## config.mk

```make
export PLATFORM = sky130hd
export DESIGN_NAME = tx_code_group_sequencer
export DESIGN_NICKNAME = d
export VERILOG_FILES = /design/src/rtl/tx_code_group_sequencer.sv
export SDC_FILE = /design/constraint.sdc
export NUM_CORES = 1
export LEC_CHECK = 0
export BUFFER_PORTS_ARGS = -buffer_cell sky130_fd_sc_hd__buf_2
export CAP_MARGIN = 20
export CORE_MARGIN = 5
export CORE_UTILIZATION = 50
export CTS_CLUSTER_SIZE = 20
export DETAILED_ROUTE_END_ITERATION = 12
export GPL_TIMING_DRIVEN = 0
export PLACE_DENSITY = 0.76
export SETUP_SLACK_MARGIN = 0.1
export SYNTH_ARGS = -nofsm -noshare
export SYNTH_HDL_FRONTEND = slang
export SYNTH_SLANG_ARGS = --single-unit
export TNS_END_PERCENT = 1
```

## constraint.sdc

```tcl
create_clock -name gtx_clk -period 2.76 [get_ports gtx_clk]
set_input_delay 0.828 -clock gtx_clk [delete_from_list [all_inputs] [get_ports gtx_clk]]
set_output_delay 0.828 -clock gtx_clk [all_outputs]
set_load 0.02 [all_outputs]
```

## src/rtl/tx_code_group_sequencer.sv

```systemverilog
// tx_code_group_sequencer: expands PCS ordered sets (/I/, /C/, /S/, /D/, /T/, /R/) into one
// code-group per gtx_clk with K flag, even-slot tracking and ordered-set boundary indication.
module tx_code_group_sequencer #(
  parameter int TX_O_SET_WIDTH = 5,
  parameter logic [TX_O_SET_WIDTH-1:0] I_OS = TX_O_SET_WIDTH'(0),
  parameter logic [TX_O_SET_WIDTH-1:0] S_OS = TX_O_SET_WIDTH'(1),
  parameter logic [TX_O_SET_WIDTH-1:0] D_OS = TX_O_SET_WIDTH'(2),
  parameter logic [TX_O_SET_WIDTH-1:0] T_OS = TX_O_SET_WIDTH'(3),
  parameter logic [TX_O_SET_WIDTH-1:0] R_OS = TX_O_SET_WIDTH'(4)
) (
  input  logic                      gtx_clk,
  input  logic                      mr_main_reset,
  input  logic [1:0]                xmit,
  input  logic [15:0]               tx_config_reg,
  input  logic [TX_O_SET_WIDTH-1:0] tx_o_set,
  input  logic [7:0]                txd,
  input  logic                      tx_disparity_pos,
  output logic                      tx_even,
  output logic                      tx_oset_indicate,
  output logic [7:0]                tx_cg_octet,
  output logic                      tx_cg_is_k
);
  typedef enum logic [2:0] {IDLE_K, IDLE_D, CFG_K, CFG_D, CFG_LO, CFG_HI, SINGLE, ALIGN} state_t;

  state_t      state_q, state_d, sel, cur;
  logic        first_q, even_q, ind_q, ind_d, k_q, k_d, rd_q, rd_d, csel_q, csel_d;
  logic        boundary, is_cfg, is_idle, s_k;
  logic [7:0]  oct_q, oct_d, s_oct;
  logic [15:0] cfg_q, cfg_d;

  // cur is the state whose code-group goes out on this edge; a boundary overrides the stored state
  always_comb begin
    boundary = ind_q | first_q;
    is_cfg   = xmit == 2'b01;
    is_idle  = !is_cfg && (xmit != 2'b10 || tx_o_set == I_OS);
    sel      = (is_cfg || is_idle) ? (even_q ? ALIGN : (is_cfg ? CFG_K : IDLE_K)) : SINGLE;
    cur      = boundary ? sel : state_q;
    s_oct    = tx_o_set == S_OS ? 8'hFB : tx_o_set == D_OS ? txd :
               tx_o_set == T_OS ? 8'hFD : tx_o_set == R_OS ? 8'hF7 : 8'hFE;
    s_k      = tx_o_set != D_OS;
    state_d  = IDLE_K;
    oct_d    = 8'hBC;
    k_d      = 1'b1;
    case (cur)
      IDLE_K: state_d = IDLE_D;
      IDLE_D: begin state_d = IDLE_K; oct_d = rd_q ? 8'hC5 : 8'h50; k_d = 1'b0; end
      CFG_K:  state_d = CFG_D;
      CFG_D:  begin state_d = CFG_LO; oct_d = csel_q ? 8'h42 : 8'hB5; k_d = 1'b0; end
      CFG_LO: begin state_d = CFG_HI; oct_d = cfg_q[7:0]; k_d = 1'b0; end
      CFG_HI: begin state_d = CFG_K; oct_d = cfg_q[15:8]; k_d = 1'b0; end
      SINGLE: begin state_d = SINGLE; oct_d = s_oct; k_d = s_k; end
      default: begin state_d = is_cfg ? CFG_K : IDLE_K; oct_d = 8'hF7; end
    endcase
    ind_d  = cur == IDLE_D || cur == CFG_HI || cur == SINGLE;
    rd_d   = cur == IDLE_K ? tx_disparity_pos : rd_q;
    cfg_d  = cur == CFG_K ? tx_config_reg : cfg_q;
    csel_d = boundary && !is_cfg ? 1'b0 : cur == CFG_HI ? ~csel_q : csel_q;
  end

  always_ff @(posedge gtx_clk or negedge mr_main_reset) begin
    if (!mr_main_reset) begin
      state_q <= IDLE_K;
      first_q <= 1'b1;
      even_q  <= 1'b0;
      ind_q   <= 1'b0;
      oct_q   <= 8'h00;
      k_q     <= 1'b0;
      rd_q    <= 1'b0;
      csel_q  <= 1'b0;
      cfg_q   <= 16'h0000;
    end else begin
      state_q <= state_d;
      first_q <= 1'b0;
      even_q  <= ~even_q;
      ind_q   <= ind_d;
      oct_q   <= oct_d;
      k_q     <= k_d;
      rd_q    <= rd_d;
      csel_q  <= csel_d;
      cfg_q   <= cfg_d;
    end
  end

  assign tx_even          = even_q;
  assign tx_oset_indicate = ind_q;
  assign tx_cg_octet      = oct_q;
  assign tx_cg_is_k       = k_q;
endmodule

```

==> metrics <==
met3 usage 6.81%; syn_nets 200; M1 GR Usage about 24%; Clock Sinks 33; fraction of layout cells with a size suffix above 1 37.8%; Buffers on Ports 44; Setup Buffers After CTS 0; Worst setup EP type flop; launch point of the worst reg-to-reg path tx_oset_indicate; area grow syn2layout 18.6%; Max Clock Freq 417 MHz; Clk pwr share between 15 and 20%; sequential standard cell area a little over 800 sq um; switching part of the total 35.4%; Async S/R FF share, synth 100%; max_slew headroom between 50% and 60%; internal power roughly 0.0011 W; Final setup viols 0; layer with the highest usage met2; Hold Fails Final Rpt 0; Reg2Reg Capture Point tx_cg_octet[2]; routed vias/inst about 5.7; Worst R2R Setup Slack about 0.46 ns; hold slack 0.513 ns; area of the multi-input gates a little under 900 sq um; CTS root buffer clkbuf_4; Final Max Tran Viols 0; die area ~4900 sq um; skew final 0.00834 ns; Worst Path Arrival about 2.6 ns; Period minus WS final between 2 and 2.5 ns; initial antenna violation count 0; Site Rows 21; RSZ-0062 raised after global routing false; clk buf depth 2; CTS tree done; drt pass-1 iters 5; I/O pins between 40 and 50; wire per inst between 15 and 20 um; Setup Crit Path Kind in2reg; worst-margin pin slew 0.720 ns; final instance area 2120 sq um; critical path data required time 3.00 ns; Via Count 1496; Leakage Power about 0.95 nW; first-pass GRT wire length between 7000 and 8000 um; floorplan core area 3390 sq um; PD cells between 800 and 900 nW/um^2; Post-Place Cell Area 2060 sq um; Syn. warnings 0; Worst setup SP type primary input; Initial Utilization ~53%; post-synth cell types 48; register area share after synthesis between 40% and 50%; Worst Hold End tx_even; largest net degree at the start of global routing 34; Die Y-Extent 69.8 um; Worst IR Drop VDD ~480 uV; most used flip-flop cell after synthesis dfrtp_1; Mapped Area 1790 sq um; outcome complete, no violations; GRT Total Usage about a fifth; Combinational Power Share between 30% and 40%; # fillers 282; DRC viols 0; Max Cap Violations 0; clk_lat worst skew 0.34 ns; Hold Path Depth 1; met2 usage roughly 29%; Post-synth EDFFs 0; Crit Path Max Fanout 10; hold_sp tx_even; vias in the first global route roughly 1500; CTS Hold Bufs 0; RePlAce Congestion 0.914; syn_area_per_cell around 11 sq um; worst hold path type reg2reg; Sw Pwr between 0.0006 and 0.0007 W; Gate Count Post-Synth between 150 and 200; number of CTS-inserted buffers 5; Flop pwr share 44.3%; Clock transition at path regs around 0.090 ns; Initial DRC Count around 110; Final nets between 200 and 300; die width about 70 um; synthesized flop and latch total 33; post_cts resized 0; GRT Residual Overflow 0; final wirelength 4330 um; Final ANT Viol Nets 0; post-route setup TNS 0 ns; Reg2Reg Depth 6; fin crit share 86.8%; detailed placer's ending HPWL ~3300 um; Ant. Diodes 0; htree depth 2
==> placed cells by master (no fill, tap or decap), drive strengths merged, types with 4 or more instances in the layout <==
master  instances
nand4           6
buf            50
nand3           4
dfrtp          32
nor3            7
clkbuf         10
a21oi          11
nand2           9
o21ai           9
nand2b          6
inv             4
mux2           18
nor2           12
==> worst max-delay path by stage <==
stage                     slack [ns]        endpoint         from
after floorplan                 0.52        cfg_q[0]      xmit[0]
after global placement          0.19  tx_cg_octet[3]  tx_o_set[4]
after detailed placement        0.14  tx_cg_octet[2]  tx_o_set[4]
after CTS                       0.50  tx_cg_octet[2]  tx_o_set[4]
after global routing            0.32  tx_cg_octet[2]  tx_o_set[4]
final                           0.36  tx_cg_octet[2]  tx_o_set[4]
==> per-stage QoR <==
step	utilization [%]	std cells	total power (W)	worst slack (ns)
2_1_floorplan	-	166	0.00127	0.516
3_3_place_gp	60.9	256	0.00145	0.189
3_5_place_dp	60.9	256	0.00147	0.144
4_1_cts	62.5	263	0.00175	0.499
5_1_grt	62.5	263	0.00186	0.325
6_report	62.5	263	0.00174	0.364
==> layer usage <==
layer | share of wire (%) | wire (um)
met5 | 0 | 0
met2 | 48 | 2070
met1 | 41 | 1790
met3 | 8.9 | 386
met4 | 2.1 | 91
==> cell usage after synthesis, drive strengths merged (2+ instances only) <==
library cell	number	area, sq um
nor3	7	46.3
o22a	2	17.5
dfrtp	32	801
a31oi	2	12.5
nor2	12	45.0
or3b	3	26.3
a21oi	11	55.1
o31ai	2	15.0
mux2	18	240
clkbuf	3	21.3
o21a	2	15.0
nor4	2	12.5
nand4	6	37.5
nor2b	2	12.5
nand3	4	32.5
or3	2	12.5
nand2	9	33.8
inv	4	15.0
a221o	2	20.0
o21ai	9	45.0
nand2b	6	37.5
buf	6	42.5
o211ai	3	27.5
==> layout make-up <==
class | instances | area share (%)
Timing Repair Buffer | 44 | 10.4
Buffer | 9 | 3.01
Multi-Input combinational cell | 120 | 41.5
Sequential cell | 33 | 39.0
Tap cell | 46 | 2.72
Inverter | 4 | 0.709
Clock buffer | 7 | 2.60
==> cells by family (layout without fill, tap and decap cells) <==
logic type	Yosys count	after routing	synth area share [%]
AOI/OAI and AO/OA	43	43	16.7
DFF	33	33	46.3
other	1	1	0.210
buffers and inverters	13	64	4.41
muxes	19	19	14.0
xor gates and xnor gates	1	1	0.491
and+or+nand+nor	56	56	17.8
==> critical path, stage by stage <==
cell and delay (ns):
buf_2 0.13, nor3_4 0.28, a211oi_2 0.17, nor2_1 0.57, o311ai_0 0.43, o2111ai_1 0.23
==> sequential cells by signal, summed over array words and instances (netlist names) <==
name / flops
rd_q: 1
state_q: 3
cfg_q: 16
first_q: 1
tx_cg_is_k: 1
csel_q: 1
tx_oset_indicate: 1
tx_even: 1
tx_cg_octet: 8
==> power groups by stage <==
stage,clock network (W),registers [W],logic (W)
floorplan,0,0.000803,0.000467
global placement,0,0.000775,0.000673
detailed placement,0,0.000780,0.000690
CTS,0.000282,0.000770,0.000693
global route,0.000310,0.000794,0.000758
finish,0.000275,0.000772,0.000696
Power figures use the tool's default switching activity.
